==> src/rtl/piso_shift_reg2d_pkg.sv <==
// Shared constants and state encoding for the 2-D parallel-in / serial-out shifter.
package piso_shift_reg2d_pkg;
    localparam int PISO_WIDTH = 4;   // bits per word
    localparam int PISO_DEPTH = 16;  // words per frame
    localparam int CNT_W      = 5;   // COUNT range 0..16

    typedef enum logic {
        ST_IDLE  = 1'b0,
        ST_SHIFT = 1'b1
    } state_e;
endpackage

==> src/rtl/piso_shift_reg2d_shift_count.sv <==
// Loadable down-counter: words remaining in the frame plus last-word detect.
module shift_count
    import piso_shift_reg2d_pkg::*;
#(
    parameter int DEPTH = PISO_DEPTH
) (
    input  logic             clk,
    input  logic             rst_n,
    input  logic             load,
    input  logic             dec,
    input  logic             clr,
    output logic [CNT_W-1:0] count,
    output logic             last
);
    logic [CNT_W-1:0] count_q, count_d;

    // Next count: clear beats load beats decrement.
    always_comb begin
        count_d = count_q;
        if (clr)
            count_d = '0;
        else if (load)
            count_d = CNT_W'(DEPTH);
        else if (dec && count_q != '0)
            count_d = count_q - 1'b1;
    end

    // Count register.
    always_ff @(posedge clk or negedge rst_n) begin
        if (!rst_n) count_q <= '0;
        else        count_q <= count_d;
    end

    assign count = count_q;
    assign last  = (count_q == CNT_W'(1));
endmodule

==> src/rtl/piso_shift_reg2d.sv <==
// 16-word parallel-load frame emitted one word per transfer, IN_15 first,
// with valid/ready handshake, synchronous flush and async-assert reset.
module piso_shift_reg2d
    import piso_shift_reg2d_pkg::*;
#(
    parameter int WIDTH = PISO_WIDTH,
    parameter int DEPTH = PISO_DEPTH   // the port list carries 16 words
) (
    input  logic             CLK,
    input  logic             RESET_N,
    input  logic             LOAD,
    input  logic [WIDTH-1:0] IN_0,  input logic [WIDTH-1:0] IN_1,
    input  logic [WIDTH-1:0] IN_2,  input logic [WIDTH-1:0] IN_3,
    input  logic [WIDTH-1:0] IN_4,  input logic [WIDTH-1:0] IN_5,
    input  logic [WIDTH-1:0] IN_6,  input logic [WIDTH-1:0] IN_7,
    input  logic [WIDTH-1:0] IN_8,  input logic [WIDTH-1:0] IN_9,
    input  logic [WIDTH-1:0] IN_10, input logic [WIDTH-1:0] IN_11,
    input  logic [WIDTH-1:0] IN_12, input logic [WIDTH-1:0] IN_13,
    input  logic [WIDTH-1:0] IN_14, input logic [WIDTH-1:0] IN_15,
    input  logic             FLUSH,
    input  logic             OUT_READY,
    output logic [WIDTH-1:0] OUT,
    output logic             OUT_VALID,
    output logic             BUSY,
    output logic [CNT_W-1:0] COUNT
);
    logic [15:0][WIDTH-1:0]      in_w;
    logic [1:0]                  rst_sync_q, rst_sync_d;
    logic                        rst_n_int;
    state_e                      state_q, state_d;
    logic [DEPTH-1:0][WIDTH-1:0] mem_q, mem_d;
    logic                        accept, xfer, last;

    assign in_w = {IN_15, IN_14, IN_13, IN_12, IN_11, IN_10, IN_9, IN_8,
                   IN_7,  IN_6,  IN_5,  IN_4,  IN_3,  IN_2,  IN_1, IN_0};

    // Reset synchroniser: asserts immediately, releases two edges later.
    always_comb rst_sync_d = {rst_sync_q[0], 1'b1};

    // Synchroniser register, cleared straight from the pin.
    always_ff @(posedge CLK or negedge RESET_N) begin
        if (!RESET_N) rst_sync_q <= '0;
        else          rst_sync_q <= rst_sync_d;
    end

    assign rst_n_int = rst_sync_q[1];

    // LOAD counts only when idle; flush overrides both load and transfer.
    assign accept = (state_q == ST_IDLE)  && LOAD      && !FLUSH;
    assign xfer   = (state_q == ST_SHIFT) && OUT_READY && !FLUSH;

    // Next state: idle -> shift on accepted load; back on flush or last transfer.
    always_comb begin
        state_d = state_q;
        case (state_q)
            ST_IDLE:  if (accept)                 state_d = ST_SHIFT;
            ST_SHIFT: if (FLUSH || (xfer && last)) state_d = ST_IDLE;
            default:                              state_d = ST_IDLE;
        endcase
    end

    // Frame storage: parallel load, or shift toward the top with zero fill so
    // the output word naturally reads 0 once the frame is drained or flushed.
    always_comb begin
        mem_d = mem_q;
        if (FLUSH)
            mem_d = '0;
        else if (accept) begin
            for (int k = 0; k < DEPTH; k++) mem_d[k] = in_w[k];
        end else if (xfer)
            mem_d = {mem_q[DEPTH-2:0], {WIDTH{1'b0}}};
    end

    // State and storage registers.
    always_ff @(posedge CLK or negedge rst_n_int) begin
        if (!rst_n_int) begin
            state_q <= ST_IDLE;
            mem_q   <= '0;
        end else begin
            state_q <= state_d;
            mem_q   <= mem_d;
        end
    end

    shift_count #(.DEPTH(DEPTH)) u_cnt (
        .clk   (CLK),
        .rst_n (rst_n_int),
        .load  (accept),
        .dec   (xfer),
        .clr   (FLUSH),
        .count (COUNT),
        .last  (last)
    );

    assign OUT       = mem_q[DEPTH-1];
    assign OUT_VALID = (state_q == ST_SHIFT);
    assign BUSY      = (state_q == ST_SHIFT);
endmodule

==> config.mk <==
export PLATFORM = sky130hd
export DESIGN_NAME = piso_shift_reg2d
export DESIGN_NICKNAME = d
export VERILOG_FILES = /design/src/rtl/piso_shift_reg2d_pkg.sv /design/src/rtl/piso_shift_reg2d_shift_count.sv /design/src/rtl/piso_shift_reg2d.sv
export SDC_FILE = /design/constraint.sdc
export NUM_CORES = 1
export LEC_CHECK = 0
export BUFFER_PORTS_ARGS = -buffer_cell sky130_fd_sc_hd__buf_2
export CAP_MARGIN = 5
export CORE_MARGIN = 2
export CORE_UTILIZATION = 50
export CTS_CLUSTER_DIAMETER = 80
export DETAILED_ROUTE_END_ITERATION = 10
export PLACE_DENSITY = 0.84
export REMOVE_ABC_BUFFERS = 1
export SLEW_MARGIN = 25
export SYNTH_ARGS = -nofsm -noshare
export SYNTH_HDL_FRONTEND = slang
export SYNTH_HIERARCHICAL = 1
export SYNTH_SLANG_ARGS = --single-unit
==> constraint.sdc <==
create_clock -name CLK -period 2.98 [get_ports CLK]
set_clock_uncertainty 0.1 [all_clocks]
set_input_delay 0.745 -clock CLK [delete_from_list [all_inputs] [get_ports CLK]]
set_output_delay 0.745 -clock CLK [all_outputs]
set_load 0.02 [all_outputs]
==> results.json, run 1 <==
{
  "yosys_warnings": 6,
  "drt.antenna.violating_nets": 0,
  "gp_congestion": 0.811,
  "crit_required_ns": 3.12,
  "peakVddDrop_v": 0.000465,
  "p_leak_nw": 1.87,
  "swShare_pct": 29.0,
  "synth.avg_cell_area_um2": 9.89,
  "n_antenna_cell": 0,
  "grtUsageMet1_pct": 27.4,
  "layout_common_cells": "nand2_1 (127), buf_2 (78), dfrtp_1 (71)",
  "drive_above_1_share_pct": 35.3,
  "crit_family": "simple AND/OR/NAND/NOR gates",
  "ios": 80,
  "post_cts.repair.setup_buffers": 0,
  "die_height_um": 92.9,
  "grt_use_met2_pct": 32.7,
  "drv_cap": 0,
  "max_freq_ghz": 0.503,
  "cp.arrival_ns": 2.13,
  "rr_endpoint": "u_cnt/count[3]",
  "num-nets-final": 525,
  "p_int_mw": 1.60,
  "drtPass1Iterations": 4,
  "multi_input_area_um2": 1820,
  "drtIter0Drc": 203,
  "period_minus_slack_ns": 1.99,
  "grtUsageTotal_pct": 20.3,
  "crit_buf_inv": 1,
  "yosysTopAreaCellShare_pct": 45.6,
  "cts_buffers": 9,
  "num_rows": 32,
  "yosys-top-cells-area": "dfrtp_1 (46%), a311oi_2 (21%), nand2_1 (12%), nor2_1 (6.1%), buf_6 (3.4%)",
  "syn_area_um2": 3950,
  "synth_top_area_cell": "dfrtp_1",
  "fin_crit_sh_pct": 66.8,
  "routed_wl_mm": 8.42,
  "ys_ff_latch": 72,
  "worstPathCellList": "buf_2 -> nand2_2 -> nor2_1 -> or4b_1 -> a211o_1 -> a211oi_1",
  "clk_path_buf_depth": 2,
  "antenna_found_initial": 0,
  "slew_headroom_pct": 38.7,
  "cp_max_fo": 5,
  "synthFlopType": "dfrtp_1",
  "fill_cells": 706,
  "grt_pass1_vias": 3162,
  "grt_pass1_wl_mm": 14.2,
  "fin_util_pct": 57.7,
  "final_common_cell": "nand2_1",
  "clkLatencyLatePin_ns": 0.34,
  "p_switching_uw": 656,
  "portBuffers": 79,
  "grtUsageMet3_pct": 5.04,
  "slowest_delay_ns": 0.49,
  "setup_tns_ns": 0,
  "crit-reg2reg-launch": "BUSY",
  "grt_max_degree": 71,
  "crit_path_top_delay_cell": "or4b_1",
  "combPwrFrac_pct": 15.2,
  "ff2ff_path_depth": 5,
  "clkTransAtPathRegs_ns": 0.08,
  "drc": 0,
  "worstMarginPinSlew_ns": 0.919,
  "finalHoldViolCount": 0,
  "die_width_um": 92.9,
  "cp-startpoint": "OUT_READY",
  "r2r_slack_ns": 1.01,
  "rsz0062_at_grt": "false",
  "hp-class": "primary input to asynchronous set/reset pin",
  "ys_types": 28,
  "initial_core_util_pct": 51.4,
  "htreeDepth": 3,
  "worst_setup_path_start_kind": "primary input",
  "cp-end-kind": "register",
  "clkSinkCount": 72,
  "synth_seq_area_share_pct": 45.6,
  "cts_resized": 0,
  "seq_area_um2": 1810,
  "wl_per_cell_um": 15.0,
  "grt.busiest_layer": "met2",
  "dp_hpwl_mm": 5.22,
  "pwr-share-clk_pct": 35.8,
  "power_density_nw_per_um2": 509,
  "drv_slew": 0,
  "seqPwrFrac_pct": 49.0,
  "syn_to_final_growth_pct": 12.4,
  "synthCells": 399,
  "vias_per_cell": 5.53,
  "gr-total-overflow": 0,
  "cts_tree": "yes",
  "finalSetupViolCount": 0,
  "worst-setup-path-type": "primary input to register",
  "vias": 3103,
  "async_flop_share_pct": 100,
  "status": "finished, final reports clean",
  "synth_edf_count": 0,
  "core_region_area_um2": 7690,
  "die_area_um2": 8620,
  "cts_hold_buffers": 0,
  "ctsRootBufferMaster": "clkbuf_8"
}
==> layout make-up <==
cell class | instances | area share [%]
Clock buffer | 10 | 3.10
Clock inverter | 6 | 1.52
Inverter | 4 | 0.338
Multi-Input combinational cell | 283 | 41.1
Sequential cell | 72 | 40.7
Tap cell | 102 | 2.88
Timing Repair Buffer | 84 | 10.4
==> synthesized netlist by cell type (2+ instances only) <==
cell,instances
a311oi_2,55
nand3_1,5
buf_8,2
a211oi_1,3
dfrtp_1,72
inv_1,4
and2_4,2
a21oi_1,6
a311oi_1,5
buf_4,11
nor2_1,64
ha_1,2
clkbuf_1,5
or3_1,2
nand2_1,128
buf_6,12
buf_2,10
==> metrics by stage <==
stage                     instances  worst slack [ns]  cell area, µm²  power, mW  hold slack [ns]
after detailed placement        545             0.627            4230       1.47            0.243
after global placement          545             0.753            4230       1.46            0.241
after floorplan                 359             -2.02            3630       1.34            0.231
after global routing            561             0.892            4440       2.36           0.0536
after CTS                       561              1.02            4440       2.28           0.0545
final                           561             0.990            4440       2.26           0.0682
==> worst reg2reg max path, delay by kind of cell (launching register included) <==
family | cells | cell delay [ns]
and+or+nand+nor | 3 | 0.79
DFF | 1 | 0.45
AOI/OAI and AO/OA | 2 | 0.53
==> per-layer routing <==
metal	up-vias	wire length, µm
met2	101	3860
met3	9	477
met4	0	74
li1	1486	-
met1	1507	4010
met5	-	0
==> worst max path at each step <==
stage          cells past startpoint              to  slack [ns]
4_1_cts                            6  u_cnt/count[3]        1.02
2_1_floorplan                      4  u_cnt/count[0]       -2.02
5_1_grt                            5  u_cnt/count[3]        0.89
3_5_place_dp                       6  u_cnt/count[3]        0.63
6_report                           6  u_cnt/count[3]        0.99
3_3_place_gp                       6  u_cnt/count[3]        0.75
==> cell families after synthesis <==
family | after synthesis | share of synthesized area (%)
flops | 72 | 45.6
compound gates | 73 | 24.3
buf+inv | 44 | 8.40
fa+ha+maj | 2 | 0.634
simple gates | 207 | 21.0
other cells | 1 | 0.0950
==> state kept, by name (all words and copies together), names as in the netlist <==
signal	count
OUT	4
u_cnt/count	5
rst_sync_q	2
mem_q	60
BUSY	1
==> power groups by stage <==
| stage | Clock, mW | Combinational, mW | Sequential [mW] |
|---|---|---|---|
| after floorplan | 0 | 0.218 | 1.12 |
| after global placement | 0 | 0.332 | 1.12 |
| after detailed placement | 0 | 0.346 | 1.13 |
| after CTS | 0.821 | 0.346 | 1.11 |
| after global routing | 0.860 | 0.379 | 1.12 |
| final | 0.808 | 0.343 | 1.11 |
No activity file was read; power rests on OpenSTA's default activity.
==> run 2: changes to the inputs <==
- PLACE_DENSITY: 0.84 -> 0.87
- clock period: 2.98 -> 1.7 ns (I/O delays scaled with it)
==> run 2 against run 1 <==
Effect of this change:
- the flow now finishes with violations (setup timing)
- worst hold slack gained 0.11 ns
- first-iteration DRC count down 25%
- critical endpoint is now u_cnt/count[1]
- global-route usage about the same
- via count up 1.2%
- sequential power increased by 72%
- setup slack lost 1.1 ns
- cell count is 2.9% higher
- clock-buffer cell count grew 1
- largest power group unchanged
- total power grew 74%
- sequential share of layout area shrank 1.7 points
==> results.json, run 2 (synthesis gave the netlist of run 1 again) <==
{
  "n_antenna_cell": 0,
  "rr_endpoint": "u_cnt/count[1]",
  "die_height_um": 92.9,
  "fin_area_um2": 4630,
  "p_int_mw": 2.84,
  "finalHoldViolCount": 0,
  "slew_headroom_pct": 36.7,
  "combPwrFrac_pct": 17.1,
  "drtPass1Iterations": 4,
  "max_flop_register": "mem_q",
  "seq_area_um2": 1800,
  "num-nets-final": 541,
  "syn_to_final_growth_pct": 17.2,
  "r2r_slack_ns": -0.09,
  "final_common_cell": "nand2_1",
  "power_density_nw_per_um2": 849,
  "grt_pass1_vias": 3079,
  "drv_slew": 0,
  "wl_per_cell_um": 14.5,
  "gr-total-overflow": 0,
  "largest_reg_flops": 60,
  "dp_hpwl_mm": 5.35,
  "p_switching_mw": 1.09,
  "pwr-share-clk_pct": 34.3,
  "drt.antenna.violating_nets": 0,
  "initial_core_util_pct": 51.4,
  "peakVddDrop_v": 0.000501,
  "crit_required_ns": 1.83,
  "ios": 80,
  "cp.arrival_ns": 1.92,
  "hp-class": "register to asynchronous set/reset pin",
  "grt_max_degree": 71,
  "multi_input_area_um2": 1860,
  "drc": 0,
  "swShare_pct": 27.8,
  "crit-reg2reg-launch": "u_cnt/count[0]",
  "drv_cap": 0,
  "num_rows": 32,
  "fin_crit_sh_pct": 105,
  "cp_max_fo": 3,
  "routed_wl_mm": 8.36,
  "seqPwrFrac_pct": 48.5,
  "cp-end-kind": "register",
  "grtUsageTotal_pct": 20.3,
  "placed_area_um2": 4370,
  "clkLatencyLatePin_ns": 0.34,
  "fill_cells": 650,
  "vias_per_cell": 5.44,
  "clkTransAtPathRegs_ns": 0.08,
  "finalSetupViolCount": 2,
  "drtIter0Drc": 152,
  "cts_buffers": 9,
  "ctsRootBufferMaster": "clkbuf_8",
  "core_region_area_um2": 7690,
  "rsz0062_at_grt": "true",
  "grt_pass1_wl_mm": 14.2,
  "p_leak_nw": 1.97,
  "pre_cts_ws_ns": -0.209,
  "htreeDepth": 3,
  "ff2ff_path_depth": 5,
  "cts_tree": "yes",
  "fin_util_pct": 60.2,
  "status": "complete, but fails checks",
  "worstMarginPinSlew_ns": 0.949,
  "vias": 3140,
  "antenna_found_initial": 0,
  "period_minus_slack_ns": 1.79,
  "layout_common_cells": "nand2_1 (127), buf_2 (78), dfrtp_1 (71)",
  "portBuffers": 79,
  "die_area_um2": 8620,
  "worst-setup-path-type": "register to register",
  "max_freq_ghz": 0.559,
  "clkSinkCount": 72,
  "drive_above_1_share_pct": 38.3,
  "violations": "setup timing",
  "holdWs_ns": 0.174,
  "clk_path_buf_depth": 2,
  "gp_congestion": 0.841,
  "worst_setup_path_start_kind": "register",
  "finalWorstSetupSlack_ns": -0.0875,
  "die_width_um": 92.9,
  "setup_tns_ns": -0.132
}
-- run 2: changes by cell type in the layout (fill, tap and decap cells not counted), moves of 2 or more --
cell,before,now
inv_1,4,2
buf_4,4,15
buf_12,2,5
inv_2,0,2
-- run 2: repair_timing --
action                     4_1_cts  5_1_grt
hold endpoints to repair         2        0
pin swaps                        3        0
buffers inserted                 2        0
hold buffers                     1        0
resized for setup                7        2
setup endpoints to repair        2       49
-- run 2: worst max-delay path, stage by stage, from the launching register on --
cell and delay (ns):
dfrtp_1 0.41, inv_2 0.09, ha_4 0.13, or4b_4 0.47
and2_4 0.17, a2111oi_4 0.31
-- run 2: power by group through the flow --
stage | Clock, mW | Combinational (mW) | Sequential, mW
floorplan | 0 | 0.383 | 1.97
global placement | 0 | 0.645 | 1.93
detailed placement | 0 | 0.668 | 1.94
CTS | 1.39 | 0.680 | 1.91
global route | 1.45 | 0.745 | 1.92
finish | 1.35 | 0.673 | 1.91
-- run 2: cell type report --
cell class	count	area share (%)
Tap cell	102	2.76
Inverter	4	0.324
Sequential cell	72	39.0
Clock buffer	11	3.05
Clock inverter	5	1.22
Timing Repair Buffer	100	13.5
Multi-Input combinational cell	283	40.2
-- run 2: worst max path at each step --
stage,start,to,slack (ns),cells after the start
final,u_cnt/count[0],u_cnt/count[1],-0.09,5
after global routing,u_cnt/count[0],u_cnt/count[1],-0.13,5
after CTS,u_cnt/count[0],u_cnt/count[1],-0.06,5
after detailed placement,u_cnt/count[0],u_cnt/count[1],-0.21,5
after global placement,OUT_READY,u_cnt/count[3],-0.12,6
after floorplan,BUSY,u_cnt/count[0],-3.30,4
-- run 2: layer usage --
layer	GRT usage, %	share of wire, %	vias up
met5	0	0	-
met4	6.13	1.2	0
met3	6.43	5.4	12
met2	31.2	49	94
met1	27.4	45	1513
li1	-	-	1521
-- run 2: through the flow --
stage	std cells	total power [mW]
5_1_grt	577	4.12
4_1_cts	577	3.98
3_5_place_dp	558	2.61
2_1_floorplan	359	2.35
3_3_place_gp	558	2.58
6_report	577	3.93
